==> config.mk <==
export PLATFORM = sky130hd
export DESIGN_NAME = alu_arbiter
export DESIGN_NICKNAME = d
export VERILOG_FILES = /design/src/rtl/alu_arbiter.sv
export SDC_FILE = /design/constraint.sdc
export NUM_CORES = 1
export LEC_CHECK = 0
export BUFFER_PORTS_ARGS = -buffer_cell sky130_fd_sc_hd__buf_4
export CAP_MARGIN = 20
export CORE_ASPECT_RATIO = 0.75
export CORE_UTILIZATION = 30
export CTS_BUF_LIST = sky130_fd_sc_hd__clkbuf_8
export DETAILED_ROUTE_END_ITERATION = 8
export MAX_ROUTING_LAYER = met4
export PLACE_DENSITY = 0.47
export SLEW_MARGIN = 15
export SYNTH_ARGS = -nofsm -noshare
export SYNTH_HDL_FRONTEND = slang
export SYNTH_SLANG_ARGS = --single-unit
==> constraint.sdc <==
create_clock -name clk_i -period 5.1 [get_ports clk_i]
set_input_delay 0.765 -clock clk_i [delete_from_list [all_inputs] [get_ports clk_i]]
set_output_delay 0.765 -clock clk_i [all_outputs]
set_load 0.05 [all_outputs]
==> src/rtl/alu_arbiter.sv <==
// Two-port arbiter in front of a single 8-bit ALU: grants one requester, latches its operands,
// registers the flag-sanitised result and returns it on that requester's response channel.
module alu_arbiter #(
    parameter bit ArbMode = 1'b1
) (
    input  logic       clk_i,
    input  logic       rst_ni,
    input  logic       req0_valid_i,
    output logic       req0_ready_o,
    input  logic [2:0] req0_op_i,
    input  logic [7:0] req0_a_i,
    input  logic [7:0] req0_b_i,
    input  logic       req1_valid_i,
    output logic       req1_ready_o,
    input  logic [2:0] req1_op_i,
    input  logic [7:0] req1_a_i,
    input  logic [7:0] req1_b_i,
    output logic       rsp0_valid_o,
    input  logic       rsp0_ready_i,
    output logic       rsp1_valid_o,
    input  logic       rsp1_ready_i,
    output logic [7:0] rsp_result_o,
    output logic       rsp_cout_o,
    output logic       rsp_overflow_o,
    output logic       rsp_err_o
);

    localparam logic [2:0] OpAdd = 3'd0;
    localparam logic [2:0] OpSub = 3'd1;
    localparam logic [2:0] OpAnd = 3'd2;
    localparam logic [2:0] OpOr  = 3'd3;
    localparam logic [2:0] OpXor = 3'd4;

    typedef enum logic [1:0] {StIdle, StExec, StResp} state_e;

    state_e     state_q, state_d;
    logic       port_q;
    logic       last_q, last_d;
    logic [2:0] op_q;
    logic [7:0] a_q, b_q;
    logic [7:0] result_q;
    logic       cout_q, ovf_q, err_q;

    logic       gnt_any, gnt_port, accept, rsp_done;

    // last_q holds the port served most recently; a tie goes to the other one.
    always_comb begin
        gnt_any = req0_valid_i | req1_valid_i;
        if (req0_valid_i && req1_valid_i) begin
            gnt_port = ArbMode ? ~last_q : 1'b0;
        end else begin
            gnt_port = req1_valid_i;
        end
    end

    assign accept   = (state_q == StIdle) && gnt_any;
    assign rsp_done = (state_q == StResp) && (port_q ? rsp1_ready_i : rsp0_ready_i);
    assign last_d   = rsp_done ? port_q : last_q;

    always_comb begin
        state_d = state_q;
        case (state_q)
            StIdle:  if (accept) state_d = StExec;
            StExec:  state_d = StResp;
            StResp:  if (rsp_done) state_d = StIdle;
            default: state_d = StIdle;
        endcase
    end

    always_comb begin
        req0_ready_o = 1'b0;
        req1_ready_o = 1'b0;
        rsp0_valid_o = 1'b0;
        rsp1_valid_o = 1'b0;
        if (state_q == StIdle) begin
            req0_ready_o = gnt_any & ~gnt_port;
            req1_ready_o = gnt_any & gnt_port;
        end
        if (state_q == StResp) begin
            rsp0_valid_o = ~port_q;
            rsp1_valid_o = port_q;
        end
    end

    assign rsp_result_o   = result_q;
    assign rsp_cout_o     = cout_q;
    assign rsp_overflow_o = ovf_q;
    assign rsp_err_o      = err_q;

    // Shared ALU: carry leaks from the adder for every opcode and is masked below.
    logic [8:0] sum9, diff9;
    logic [7:0] alu_res;
    logic       alu_cout, alu_ovf;

    always_comb begin
        sum9     = {a_q[7], a_q} + {b_q[7], b_q};
        diff9    = {a_q[7], a_q} - {b_q[7], b_q};
        alu_ovf  = (a_q[7] == b_q[7]) && (sum9[7] != a_q[7]);
        alu_cout = (op_q == OpSub) ? diff9[8] : sum9[8];
        case (op_q)
            OpAdd:   alu_res = sum9[7:0];
            OpSub:   alu_res = diff9[7:0];
            OpAnd:   alu_res = a_q & b_q;
            OpOr:    alu_res = a_q | b_q;
            OpXor:   alu_res = a_q ^ b_q;
            default: alu_res = 8'h00;
        endcase
    end

    logic [7:0] res_d;
    logic       cout_d, ovf_d, err_d;

    always_comb begin
        res_d  = alu_res;
        cout_d = 1'b0;
        ovf_d  = 1'b0;
        err_d  = 1'b0;
        case (op_q)
            OpAdd: begin
                cout_d = alu_cout;
                ovf_d  = alu_ovf;
            end
            OpSub: begin
                cout_d = alu_cout;
                ovf_d  = (a_q[7] ^ b_q[7]) & (alu_res[7] ^ a_q[7]);
            end
            OpAnd, OpOr, OpXor: begin
                cout_d = 1'b0;
                ovf_d  = 1'b0;
            end
            default: begin
                res_d = 8'h00;
                err_d = 1'b1;
            end
        endcase
    end

    always_ff @(posedge clk_i) begin
        if (!rst_ni) begin
            state_q  <= StIdle;
            port_q   <= 1'b0;
            last_q   <= 1'b1;
            op_q     <= 3'd0;
            a_q      <= 8'h00;
            b_q      <= 8'h00;
            result_q <= 8'h00;
            cout_q   <= 1'b0;
            ovf_q    <= 1'b0;
            err_q    <= 1'b0;
        end else begin
            state_q <= state_d;
            last_q  <= last_d;
            if (accept) begin
                port_q <= gnt_port;
                op_q   <= gnt_port ? req1_op_i : req0_op_i;
                a_q    <= gnt_port ? req1_a_i : req0_a_i;
                b_q    <= gnt_port ? req1_b_i : req0_b_i;
            end
            if (state_q == StExec) begin
                result_q <= res_d;
                cout_q   <= cout_d;
                ovf_q    <= ovf_d;
                err_q    <= err_d;
            end
        end
    end

endmodule

Yosys cells after proc, flatten, opt, wreduce, memory -nomap -nowiden
Cells that the tools add are included.
{"block": "word_totals", "in_bits": 44, "word_cells": 61, "register_bits": 34}
{"block": "classes", "n_mux": 18, "n_addsub": 2, "n_eq_ne": 10, "n_reduce_logical": 9, "n_bitwise": 12}
{"operator": "$pmux 8 s5", "count": 1}
{"operator": "$mux 8", "count": 3}
{"operator": "$add 8x8->9", "count": 1}
{"operator": "$mux 1", "count": 9}
{"operator": "$sub 8x8->9", "count": 1}
{"operator": "$and 8x8->8", "count": 1}
{"operator": "$or 8x8->8", "count": 1}
{"operator": "$xor 8x8->8", "count": 1}
{"operator": "$eq 3x2->1 const B", "count": 2}
{"operator": "$pmux 2 s3", "count": 1}
{"operator": "$reduce_or 5->1", "count": 1}
{"operator": "$logic_and 1x1->1", "count": 4}
{"operator": "$mux 2", "count": 2}
{"operator": "$ne 2x2->1 const B", "count": 2}
{"operator": "$and 1x1->1", "count": 3}
{"operator": "$eq 3x1->1 const B", "count": 1}
{"operator": "$eq 3x3->1 const B", "count": 1}
{"operator": "$logic_not 3->1", "count": 1}
{"operator": "$mux 3", "count": 1}
{"operator": "$not 1->1", "count": 3}
{"operator": "$eq 2x1->1 const B", "count": 1}
{"operator": "$eq 2x2->1 const B", "count": 1}
{"operator": "$logic_not 2->1", "count": 1}
{"operator": "$pmux 1 s2", "count": 1}
{"operator": "other kinds (6)", "count": 7}

Longest topological paths before layout
{"block": "depth", "word_depth": 5, "mapped_depth": 9}

Least setup slack after synthesis
OpenSTA, ideal clock, no wires.
{"block": "synth_path", "kind": "input-to-output", "start": "input port req1_valid_i", "end": "output port req0_ready_o", "required_time_ns": 4.335, "cell_stages": 3, "t_arrival_ns": 1.636, "slack_ns": 2.699, "n_path_buf": 1, "path_cell_list": "o21ai_1 a21oi_1 clkbuf_1"}
{"block": "synth_via", "elab_chain_cells": 5, "elab_cells_between_ends": 6, "classes_between": "mux (2); bitwise (3); reduce/logical (1)"}
{"item": "from (decl)", "line": "13", "text": "input logic req1_valid_i,"}
{"item": "$logic_and 1x1->1", "line": "49", "text": "if (req0_valid_i && req1_valid_i) begin"}
{"item": "$mux 1", "line": "49"}
{"item": "$not 1->1", "line": "76", "text": "req0_ready_o = gnt_any & ~gnt_port;"}
{"item": "$and 1x1->1 (*)", "line": "76"}
{"item": "$mux 1 (*)", "line": "75", "text": "if (state_q == StIdle) begin"}
{"item": "to (decl)", "line": "9", "text": "output logic req0_ready_o,"}
Every way passes the cells marked *; elsewhere a longest branch is shown, timed or not.

Worst setup path in the final report
{"block": "layout_path", "start": "input port req0_valid_i", "end": "output port req1_ready_o"}
{"block": "layout_via", "elab_chain_cells": 4, "elab_cells_between_ends": 5, "classes_between": "mux (2); bitwise (2); reduce/logical (1)"}
{"item": "from (decl)", "line": "8", "text": "input logic req0_valid_i,"}
{"item": "$logic_and 1x1->1", "line": "49"}
{"item": "$mux 1", "line": "49"}
{"item": "$and 1x1->1 (*)", "line": "77", "text": "req1_ready_o = gnt_any & gnt_port;"}
{"item": "$mux 1 (*)", "line": "75"}
{"item": "to (decl)", "line": "14", "text": "output logic req1_ready_o,"}
Marks and branches as above.

==> results.yml <==
sta:
  fin_skew_ns: 0.0107
  setup_viol: 0
  relSlewSlack_pct: 30.7
  clock.fmax_mhz: 372
  rsz0062_at_grt: "false"
  finalCriticalPeriod_ns: 2.69
  hold_viol: 0
  worst_pin_slew_ns: 1.04
  setup_tns_ns: 0
  drv_slew: 0
  finalCritPeriodShare_pct: 52.7
hold_path:
  min_path_type: "reg2reg"
setup_path:
  crit_type: "in2out"
  crit_arrival_ns: 1.92
  startpoint: "req0_valid_i"
  cp_max_fo: 21
  worstReg2RegEnd: "rsp_result_o[6]"
  max_stage_delay_ns: 0.66
  crit_end: "req1_ready_o"
  cp_common_cell: "buf_4"
  path_cells: "buf_4 > nand2_1 > and3_1 > buf_4"
  reg2reg_setup_slack_ns: 2.78
  end_kind: "primary output"
  rr_startpoint: "op_q[1]"
  cp.required_ns: 4.34
  worstRegToRegCells: 6
  cp-start-kind: "input port"
  crit_slowest_cell: "and3_1"
global_routing:
  antenna_found_initial: 0
  track_usage_pct: 17.6
  grt-ovfl-total: 0
  grt_max_degree: 32
  grt_pass1_wl_mm: 11.3
  grt_pass1_vias: 2046
cts:
  cts_resized: 0
  clkSinkCount: 34
  clock_path_buffers: 2
  clkLatencyLatePin_ns: 0.30
  cts_tree: "yes"
  clockRootBuffer: "clkbuf_8"
  cts_made_buffers: 5
  path_clk_slew_ns: 0.07
  h-tree-depth: 2
  ctsHoldBuffers: 0
  post_cts_buffers: 0
run_status:
  status: "complete, no violations"
floorplan:
  fp.dieH_um: 80.1
  fp-row-count: 28
  dieWidth_um: 106
  start_util_pct: 31.0
  die-area_sq_um: 8500
  ios: 59
  core_area_sq_um: 7880
detailed_routing:
  vias_per_cell: 5.28
  num_vias: 2335
  wire_per_inst_um: 16.2
  dr.first_iter.drc_count: 166
  remaining_drc_errors: 0
  wl_mm: 7.17
  antenna_left: 0
  first_pass_iters: 6
yosys:
  synth_edf_count: 0
  async_flop_share_pct: 0
  syn_area_sq_um: 2440
  yosysWarningCount: 0
  seq_area_frac_synth_pct: 27.9
  synth_fp_nets: 361
  syn_avg_cell_area_sq_um: 8.38
  synthDistinctLibCells: 61
  synthFlopType: "dfxtp_1"
  ys_seq_elements: 34
  syn_inst: 291
finish:
  nets: 406
  stdcell_area_sq_um: 3060
  drive_gt1_share_pct: 23.7
  antennaDiodeCount: 0
  syn2layout_area_growth_pct: 25.4
placement:
  hpwl_mm: 5.24
  io_buffers: 58
  gp_congestion: 0.904
  detailed_place.area_sq_um: 2920
power_and_ir_drop:
  power_frac_comb_pct: 36.4
  p_clk_share_pct: 31.4
  p_leak_nw: 1.30
  power_density_nw_per_um2: 335
  p_int_mw: 0.655
  switching_share_pct: 36.1
  sequentialPowerShare_pct: 32.2
  peakVddDrop_mv: 0.137
  p_sw_mw: 0.370
run:
  max-cap-violations: 0
logic make-up (layout without fill, tap and decap cells):
family	Yosys count	count (layout)	synth area share [%]
AO/OA/AOI/OAI	99	99	30.4
XOR/XNOR	5	5	1.80
adder cells (fa/ha/maj)	26	26	13.9
buffers and inverters	47	93	8.10
flip-flops	34	34	27.9
multiplexers	5	5	2.67
AND/OR/NAND/NOR	75	75	15.2
through the flow:
step / utilization (%) / total power, mW / hold slack [ns] / setup slack [ns] / std cells
after global placement: 37.0 / 0.705 / 0.489 / 2.41 / 434
after floorplan: - / 0.600 / 0.494 / 2.70 / 291
after detailed placement: 37.0 / 0.704 / 0.492 / 2.40 / 434
after CTS: 38.8 / 1.03 / 0.504 / 2.40 / 442
after global routing: 38.8 / 1.09 / 0.534 / 2.31 / 442
final: 38.8 / 1.02 / 0.501 / 2.41 / 442
power groups by stage:
stage	clock [mW]	sequential, mW	combinational, mW
CTS	0.329	0.330	0.370
global route	0.341	0.335	0.410
floorplan	0	0.342	0.258
finish	0.322	0.330	0.373
global placement	0	0.335	0.369
detailed placement	0	0.336	0.368
Yosys cell counts (5+ instances only):
cell	count	area, sq um
o22ai_1	5	31.3
dfxtp_1	34	681
a22oi_1	8	60.1
a222oi_1	19	190
nor2_1	31	116
nand2_1	10	37.5
clkbuf_1	15	56.3
inv_1	25	93.8
ha_1	24	300
buf_2	5	25.0
nor3_1	9	45.0
o21ai_0	7	35.0
nor2b_1	7	43.8
a21oi_1	23	115
cells in the final DEF, fill, tap and decap left out, drive strengths merged, types with 3 or more instances in the layout:
cell type   n
a21o        3
a22oi       8
o21ai      11
a211oi      3
nand2      10
nor3        9
o22ai       5
nand2b      3
a21oi      24
buf        60
inv        25
clkbuf      6
nor4        3
a221oi      3
dfxtp      34
a222oi     19
ha         24
xnor2       3
nor2       32
nor2b       8
state kept, by name, summed over array words and instances, names as in the netlist:
| name | flops |
|---|---|
| rsp_overflow_o | 1 |
| port_q | 1 |
| state_q | 2 |
| b_q | 8 |
| op_q | 3 |
| rsp_err_o | 1 |
| last_q | 1 |
| rsp_cout_o | 1 |
| a_q | 8 |
| rsp_result_o | 8 |
layout make-up:
| class | count | area, sq um |
|---|---|---|
| clock inverters | 2 | 60.1 |
| fillers | 822 | 4820 |
| inverters | 25 | 93.8 |
| flip-flops and latches | 34 | 681 |
| well taps | 105 | 131 |
| repair buffers | 60 | 450 |
| clock buffers | 6 | 82.6 |
| multi-input cells | 210 | 1560 |
worst min-delay path by stage:
stage | from | to | slack (ns) | cells after the start
2_1_floorplan | b_q[2] | b_q[2] | 0.49 | 2
3_3_place_gp | rsp_result_o[1] | rsp_result_o[1] | 0.49 | 2
3_5_place_dp | rsp_result_o[1] | rsp_result_o[1] | 0.49 | 2
4_1_cts | rsp_result_o[1] | rsp_result_o[1] | 0.50 | 2
5_1_grt | rsp_result_o[1] | rsp_result_o[1] | 0.53 | 2
6_report | rsp_result_o[1] | rsp_result_o[1] | 0.50 | 2
critical path, delay by kind of cell:
family        cells  cell delay [ns]
buf+inv           2             0.43
simple gates      2             0.73
layer usage:
metal	track usage (%)	up-vias	wire, um
met5	-	-	0
met4	3.75	0	41
met3	3.41	5	443
met2	21.3	92	2620
met1	28.4	1065	4060
li1	-	1173	-
(Power assumes the default switching activity.)
